**config.mk**
```make
export PLATFORM = sky130hd
export DESIGN_NAME = block_move_multi
export DESIGN_NICKNAME = d
export VERILOG_FILES = /design/src/rtl/block_move_multi.sv
export SDC_FILE = /design/constraint.sdc
export NUM_CORES = 1
export LEC_CHECK = 0
export ABC_AREA = 0
export ABC_CLOCK_PERIOD_IN_PS = 9000
export CAP_MARGIN = 25
export CORE_MARGIN = 8
export CORE_UTILIZATION = 53
export DETAILED_ROUTE_END_ITERATION = 7
export PLACE_DENSITY_LB_ADDON = 0.25
export RECOVER_POWER = 100
export SLEW_MARGIN = 20
export SYNTH_ARGS = -nofsm -noshare
export SYNTH_HDL_FRONTEND = slang
export SYNTH_SLANG_ARGS = --single-unit
```
**constraint.sdc**
```tcl
create_clock -name clk -period 9 [get_ports clk]
set_input_delay 1.35 -clock clk [delete_from_list [all_inputs] [get_ports clk]]
set_output_delay 1.35 -clock clk [all_outputs]
set_load 0.005 [all_outputs]
```
**src/rtl/block_move_multi.sv**
```systemverilog
// Multi-slot falling-block engine: tick divider, spawn pattern, per-slot fall/judge FSM and scoring.
// Optional KEY_EDGE_EN: judge on latched key presses instead of held key levels.
module block_move_multi #(
  parameter int unsigned NUM_KEYS    = 16,
  parameter int unsigned NUM_SLOTS   = 4,
  parameter int unsigned COORD_W     = 16,
  parameter int unsigned X_ORIGIN    = 163,
  parameter int unsigned X_PITCH     = 40,
  parameter int unsigned Y_START     = 5,
  parameter int unsigned Y_HIT       = 305,
  parameter int unsigned Y_STEP      = 2,
  parameter int unsigned TICK_BASE   = 250000,
  parameter int unsigned SPAWN_GAP   = 40,
  parameter int unsigned FLASH_TICKS = 5,
  localparam int unsigned KEY_W      = $clog2(NUM_KEYS)
) (
  input  logic                           clk,
  input  logic                           rst,
  input  logic                           ena,
  input  logic [NUM_KEYS-1:0]            down,
  input  logic [2:0]                     slow,
  input  logic [3:0]                     start,
  output logic                           add,
  output logic                           wrong,
  output logic                           hit_pulse,
  output logic                           miss_pulse,
  output logic [15:0]                    hit_cnt,
  output logic [15:0]                    miss_cnt,
  output logic [NUM_SLOTS-1:0]           slot_valid,
  output logic [NUM_SLOTS*KEY_W-1:0]     slot_key,
  output logic [NUM_SLOTS*COORD_W-1:0]   block_x,
  output logic [NUM_SLOTS*COORD_W-1:0]   block_y
);

  localparam int unsigned DIV_W = $clog2(TICK_BASE * 7);
  localparam int unsigned SP_W  = $clog2(SPAWN_GAP + 1);
  localparam int unsigned FL_W  = $clog2(FLASH_TICKS + 1);
  localparam logic [SP_W-1:0]    SpLast = SP_W'(SPAWN_GAP - 1);
  localparam logic [COORD_W:0]   YStep  = (COORD_W + 1)'(Y_STEP);
  localparam logic [COORD_W:0]   YHit   = (COORD_W + 1)'(Y_HIT);

  typedef enum logic [1:0] {StFree, StFall, StFlashHit, StFlashMiss} slot_st_e;

  slot_st_e           st_q  [NUM_SLOTS];
  slot_st_e           st_d  [NUM_SLOTS];
  logic [KEY_W-1:0]   key_q [NUM_SLOTS];
  logic [KEY_W-1:0]   key_d [NUM_SLOTS];
  logic [COORD_W-1:0] x_q   [NUM_SLOTS];
  logic [COORD_W-1:0] x_d   [NUM_SLOTS];
  logic [COORD_W-1:0] y_q   [NUM_SLOTS];
  logic [COORD_W-1:0] y_d   [NUM_SLOTS];
  logic [COORD_W:0]   y_sum [NUM_SLOTS];
  logic [FL_W-1:0]    fl_q  [NUM_SLOTS];
  logic [FL_W-1:0]    fl_d  [NUM_SLOTS];

  logic [DIV_W-1:0]     div_q, div_d, div_last;
  logic [2:0]           slow_eff;
  logic                 tick;
  logic [SP_W-1:0]      sp_q, sp_d;
  logic [KEY_W-1:0]     pkey_q, pkey_d, key_next;
  logic [2:0]           k_q, k_d;
  logic [NUM_SLOTS-1:0] free_vec, spawn_oh, judge_hit, judge_miss;
  logic                 do_spawn;
  logic [15:0]          n_hit, n_miss, hit_cnt_q, hit_cnt_d, miss_cnt_q, miss_cnt_d;
  logic [16:0]          hit_sum, miss_sum;
  logic                 add_q, add_d, wrong_q, wrong_d, hp_q, hp_d, mp_q, mp_d;
  logic [NUM_KEYS-1:0]  judge_src;

  assign slow_eff = (slow == 3'd0) ? 3'd1 : slow;
  // Compare against the live slow value so a change lands at the next compare.
  assign div_last = DIV_W'(TICK_BASE * 32'(slow_eff) - 32'd1);
  assign tick     = (div_q >= div_last);
  assign div_d    = tick ? '0 : div_q + DIV_W'(1);

  assign key_next = KEY_W'(32'(pkey_q) + 32'(k_q) * 32'(k_q) + 32'(start));

`ifdef KEY_EDGE_EN
  logic [NUM_KEYS-1:0] down_q, rise, latch_q, latch_d;
  assign rise      = down & ~down_q;
  assign latch_d   = tick ? rise : (latch_q | rise);
  assign judge_src = latch_q | rise;

  always_ff @(posedge clk) begin
    if (!rst) begin
      down_q  <= '0;
      latch_q <= '0;
    end else if (ena) begin
      down_q  <= down;
      latch_q <= latch_d;
    end
  end
`else
  assign judge_src = down;
`endif

  always_comb begin
    for (int i = 0; i < NUM_SLOTS; i++) free_vec[i] = (st_q[i] == StFree);
    // Lowest set bit picks the lowest-index free slot.
    spawn_oh = free_vec & (~free_vec + NUM_SLOTS'(1));
    do_spawn = tick && (sp_q == SpLast) && (|free_vec);
    sp_d     = sp_q;
    if (tick && (sp_q != SpLast)) sp_d = sp_q + SP_W'(1);
    else if (do_spawn)            sp_d = '0;
    pkey_d = do_spawn ? key_next : pkey_q;
    k_d    = do_spawn ? k_q + 3'd1 : k_q;
  end

  always_comb begin
    for (int i = 0; i < NUM_SLOTS; i++) begin
      st_d[i]       = st_q[i];
      key_d[i]      = key_q[i];
      x_d[i]        = x_q[i];
      y_d[i]        = y_q[i];
      fl_d[i]       = fl_q[i];
      y_sum[i]      = {1'b0, y_q[i]} + YStep;
      judge_hit[i]  = 1'b0;
      judge_miss[i] = 1'b0;
      if (tick) begin
        unique case (st_q[i])
          StFree: begin
            if (do_spawn && spawn_oh[i]) begin
              st_d[i]  = StFall;
              key_d[i] = key_next;
              x_d[i]   = COORD_W'(X_ORIGIN + 32'(key_next) * X_PITCH);
              y_d[i]   = COORD_W'(Y_START);
            end
          end
          StFall: begin
            if (y_sum[i] >= YHit) begin
              y_d[i]        = YHit[COORD_W-1:0];
              fl_d[i]       = FL_W'(FLASH_TICKS - 1);
              judge_hit[i]  = judge_src[key_q[i]];
              judge_miss[i] = ~judge_src[key_q[i]];
              st_d[i]       = judge_src[key_q[i]] ? StFlashHit : StFlashMiss;
            end else begin
              y_d[i] = y_sum[i][COORD_W-1:0];
            end
          end
          StFlashHit, StFlashMiss: begin
            if (fl_q[i] == '0) st_d[i] = StFree;
            else               fl_d[i] = fl_q[i] - FL_W'(1);
          end
        endcase
      end
    end
  end

  always_comb begin
    n_hit   = '0;
    n_miss  = '0;
    add_d   = 1'b0;
    wrong_d = 1'b0;
    for (int i = 0; i < NUM_SLOTS; i++) begin
      n_hit  = n_hit + 16'(judge_hit[i]);
      n_miss = n_miss + 16'(judge_miss[i]);
      if (st_d[i] == StFlashHit)  add_d   = 1'b1;
      if (st_d[i] == StFlashMiss) wrong_d = 1'b1;
    end
    hit_sum    = {1'b0, hit_cnt_q} + {1'b0, n_hit};
    miss_sum   = {1'b0, miss_cnt_q} + {1'b0, n_miss};
    hit_cnt_d  = hit_sum[16] ? 16'hFFFF : hit_sum[15:0];
    miss_cnt_d = miss_sum[16] ? 16'hFFFF : miss_sum[15:0];
    hp_d       = tick && (n_hit != '0);
    mp_d       = tick && (n_miss != '0);
  end

  always_ff @(posedge clk) begin
    if (!rst) begin
      div_q      <= '0;
      sp_q       <= SpLast;
      pkey_q     <= '0;
      k_q        <= '0;
      hit_cnt_q  <= '0;
      miss_cnt_q <= '0;
      add_q      <= 1'b0;
      wrong_q    <= 1'b0;
      hp_q       <= 1'b0;
      mp_q       <= 1'b0;
      for (int i = 0; i < NUM_SLOTS; i++) begin
        st_q[i]  <= StFree;
        key_q[i] <= '0;
        x_q[i]   <= COORD_W'(X_ORIGIN);
        y_q[i]   <= COORD_W'(Y_START);
        fl_q[i]  <= '0;
      end
    end else if (ena) begin
      div_q      <= div_d;
      sp_q       <= sp_d;
      pkey_q     <= pkey_d;
      k_q        <= k_d;
      hit_cnt_q  <= hit_cnt_d;
      miss_cnt_q <= miss_cnt_d;
      add_q      <= add_d;
      wrong_q    <= wrong_d;
      hp_q       <= hp_d;
      mp_q       <= mp_d;
      for (int i = 0; i < NUM_SLOTS; i++) begin
        st_q[i]  <= st_d[i];
        key_q[i] <= key_d[i];
        x_q[i]   <= x_d[i];
        y_q[i]   <= y_d[i];
        fl_q[i]  <= fl_d[i];
      end
    end
  end

  for (genvar g = 0; g < NUM_SLOTS; g++) begin : g_out
    assign slot_valid[g]                   = (st_q[g] != StFree);
    assign slot_key[g*KEY_W +: KEY_W]      = key_q[g];
    assign block_x[g*COORD_W +: COORD_W]   = x_q[g];
    assign block_y[g*COORD_W +: COORD_W]   = y_q[g];
  end

  assign add        = add_q;
  assign wrong      = wrong_q;
  assign hit_pulse  = hp_q;
  assign miss_pulse = mp_q;
  assign hit_cnt    = hit_cnt_q;
  assign miss_cnt   = miss_cnt_q;

endmodule

```
==> results by group <==
Outcome
  – Status: finished, final reports clean

Timing
  – Period minus WS final: 8.28 ns
  – Achievable frequency: around 120 MHz
  – Pins Over Slew Limit: 0
  – Setup ws final: between 0.7 and 0.8 ns
  – Clk_skew: between 0.01 and 0.015 ns
  – # setup viols final: 0
  – RSZ-0062 raised after global routing: no
  – Headroom to the max-slew limit: 0.0594
  – Final TNS setup: 0 ns
  – Worst Tran Pin Value: 1.40 ns
  – Final worst-path cycle share: 0.920
  – Fin. Hold Viols: 0

Synthesis
  – Post-synth EDFFs: 120
  – Largest area contributor in the netlist: edfxtp_1
  – Mapped cell area: between 0.01 and 0.015 mm²
  – Asr flop ratio synth: 0
  – Synthesized flop and latch total: 190
  – Synth Instances: 1123
  – Synth warnings: 0
  – Synth top area share: 0.317
  – Area contributors post-synth: edfxtp_1, dfxtp_1, ha_1, mux4_2, nor2_1
  – Predominant post-synthesis flop cell: edfxtp_1
  – Syn_area_per_cell: 10.1 µm²
  – Yosys cell types: 78
  – Sequential area share after synthesis: 0.441

Finish
  – Fillers: 1679
  – Area grow syn2layout: 22.2%
  – Diode count: 0
  – Most frequent cells in the layout: dlygate4sd3_1, edfxtp_1, nor2_1
  – Layout cell share with drive strength beyond 1: 0.0548
  – Final Util: 0.660
  – Layout Nets: approximately 1.4k
  – Commonest non-fill, non-tap cell in the layout: dlygate4sd3_1
  – Fin area: 0.0139 mm²

Die
  – Core Rows: 53
  – Die Y-Extent: 162 µm
  – Die X: 162 µm
  – Initial Util: 0.540
  – Die footprint: ~0.026 mm²
  – Core footprint: 0.0210 mm²
  – Num ports: 210

Setup path
  – Worst EP required: 9.35 ns
  – Critical path's most frequent cell: ha_1
  – Crit. End Element: flop
  – Worst endpoint data arrival time: 8.63 ns
  – Crit path max-delay cell type: clkdlybuf4s50_1
  – CP max FO: 9
  – Startpoint Class: input pin
  – CP max stage delay: 0.54 ns
  – CP Class: input pin to flop

Global route
  – Total GRT Usage: 0.205
  – Global-route wire length before repair: 44200 µm
  – Number of global-route vias before repair: 8673
  – Number of antenna violations at the first check in global routing: 0
  – Largest net degree at the start of global routing: 38
  – Overflow after GRT: 0

Drt
  – Wire per inst: about 17 µm
  – Via/cell ratio: approximately 5.6
  – ANT nets after route: 0
  – Router iterations before antenna repair: 5
  – Drt drc: 0
  – Routed wire length: 27500 µm
  – Vias: between 9k and 10k
  – Initial DRC Count: 850

Clock network
  – Worst-skew pair later-pin latency: 0.44 ns
  – TritonCTS Buffers: 17
  – Root Buffer: clkbuf_16
  – CTS clock-pin slew for the worst setup and hold paths: approximately 0.08 ns
  – CTS sink cnt: 190
  – CTS Buffer Depth: 2
  – CTS resizes: 0
  – TritonCTS clock tree: built
  – Htree depth: 4

Pwr
  – Peak VDD IR: 0.148 mV
  – Net Sw Frac: 0.272
  – Power per Cell Area: 148 mW/mm²
  – Clock network fraction of design power: 0.373
  – Leak pwr: 5.35 nW
  – Share of power burned in registers: 0.493
  – Switching Power: 557 µW
  – Int Pwr: 1.49 mW
  – Comb pwr share: 0.134

Place
  – Post-DP Area: 0.0133 mm²
  – Pre-CTS WS: 0.159 ns
  – Final GP Congestion: ~0.9
  – Dpl hpwl: around 21000 µm
  – Buffers on Ports: ~170

Min path
  – Hold crit path type: flop to flop

Run
  – Max-cap viol count: 0
==> layout make-up <==
cell class / count / area [µm²] / share of cell area
clock buffer: 18 / 450 / 0.0325
clock inverter: 14 / 163 / 0.0117
timing repair buffer: 187 / 1800 / 0.130
multi-input combinational: 873 / 5930 / 0.427
inverter: 49 / 184 / 0.0133
tap: 275 / 344 / 0.0248
sequential: 190 / 5000 / 0.361
==> through the flow <==
| stage | total power, mW | hold slack, ns | instances |
|---|---|---|---|
| 2_1_floorplan | 1.19 | 0.453 | 1185 |
| 3_3_place_gp | 1.31 | 0.466 | 1570 |
| 3_5_place_dp | 1.32 | 0.486 | 1570 |
| 4_1_cts | 2.08 | 0.505 | 1602 |
| 5_1_grt | 2.12 | 0.516 | 1606 |
| 6_report | 2.05 | 0.499 | 1606 |
==> critical path: cells and delay by family <==
kind,cells,cell delay [ns]
and+or+nand+nor,11,2.22
xor gates and xnor gates,2,0.32
AOI/OAI and AO/OA,5,0.93
buffers and inverters,5,1.07
adders and majority gates,8,2.74
==> synthesized netlist by cell type, drive strengths merged (3+ instances only) <==
| cell | n |
|---|---|
| nand3 | 44 |
| o21ai | 36 |
| o21a | 5 |
| a21o | 10 |
| o21bai | 7 |
| o211ai | 9 |
| a311oi | 3 |
| a21oi | 67 |
| or3 | 3 |
| o22ai | 3 |
| or2 | 4 |
| a21boi | 4 |
| nor4 | 13 |
| inv | 49 |
| o211a | 3 |
| o311ai | 3 |
| ha | 69 |
| nand4 | 20 |
| o31ai | 7 |
| edfxtp | 120 |
| mux4 | 20 |
| nor3b | 5 |
| nor3 | 36 |
| a31oi | 16 |
| clkbuf | 22 |
| buf | 51 |
| fa | 8 |
| nand2b | 14 |
| nor2b | 14 |
| dfxtp | 70 |
| nand2 | 87 |
| nor2 | 119 |
| xor2 | 42 |
| mux2i | 9 |
| a211oi | 8 |
| xnor2 | 42 |
| and4b | 4 |
| and2 | 12 |
| and3 | 27 |
| and4 | 4 |
==> layer usage <==
layer	wire [µm]	global-route usage
met4	504	0.0665
met2	13600	0.350
met1	11500	0.255
met3	1890	0.0430
met5	0	0
==> sequential cells by signal, summed over array words and instances, names as in the netlist, 4 cells and up <==
register  flops
y_q          60
x_q          24
div_q        21
hit_cnt      16
key_q        16
miss_cnt     16
fl_q         12
st_q          8
sp_q          6
pkey_q        4
==> timing repair <==
| action | 4_1_cts | 5_1_grt |
|---|---|---|
| setup endpoints to repair | 0 | 9 |
| setup buffers | 0 | 3 |
| hold buffers | 0 | 0 |
==> power by group through the flow <==
stage | Combinational (mW) | Sequential [mW] | Clock, mW
2_1_floorplan | 0.172 | 1.02 | 0
3_3_place_gp | 0.284 | 1.03 | 0
3_5_place_dp | 0.290 | 1.03 | 0
4_1_cts | 0.292 | 1.01 | 0.777
5_1_grt | 0.302 | 1.02 | 0.806
6_report | 0.275 | 1.01 | 0.764
==> kinds of logic (layout without fill, tap and decap cells) <==
logic type | Yosys count | count (layout) | synth area share
AOI/OAI and AO/OA | 205 | 205 | 0.118
buffers and inverters | 122 | 268 | 0.0562
xor gates and xnor gates | 84 | 84 | 0.0648
other | 2 | 64 | 0.000662
adders and majority gates | 77 | 77 | 0.0902
muxes | 30 | 30 | 0.0486
and+or+nand+nor | 413 | 413 | 0.180
DFF | 190 | 190 | 0.441
==> worst paths after layout <==
path                      startpoint                  endpoint  slack [ns]  cells past startpoint
max reg2reg  y_q[1][1]$_SDFFCE_PP0P_  miss_cnt[5]$_SDFFE_PN0P_        3.67                     18
max                          slow[1]  miss_cnt[5]$_SDFFE_PN0P_        0.72                     31
min reg2reg  miss_pulse$_SDFFE_PN0P_   miss_pulse$_SDFFE_PN0P_        0.50                      2
min          miss_pulse$_SDFFE_PN0P_   miss_pulse$_SDFFE_PN0P_        0.50                      2
No activity file was read; power rests on OpenSTA's default activity.
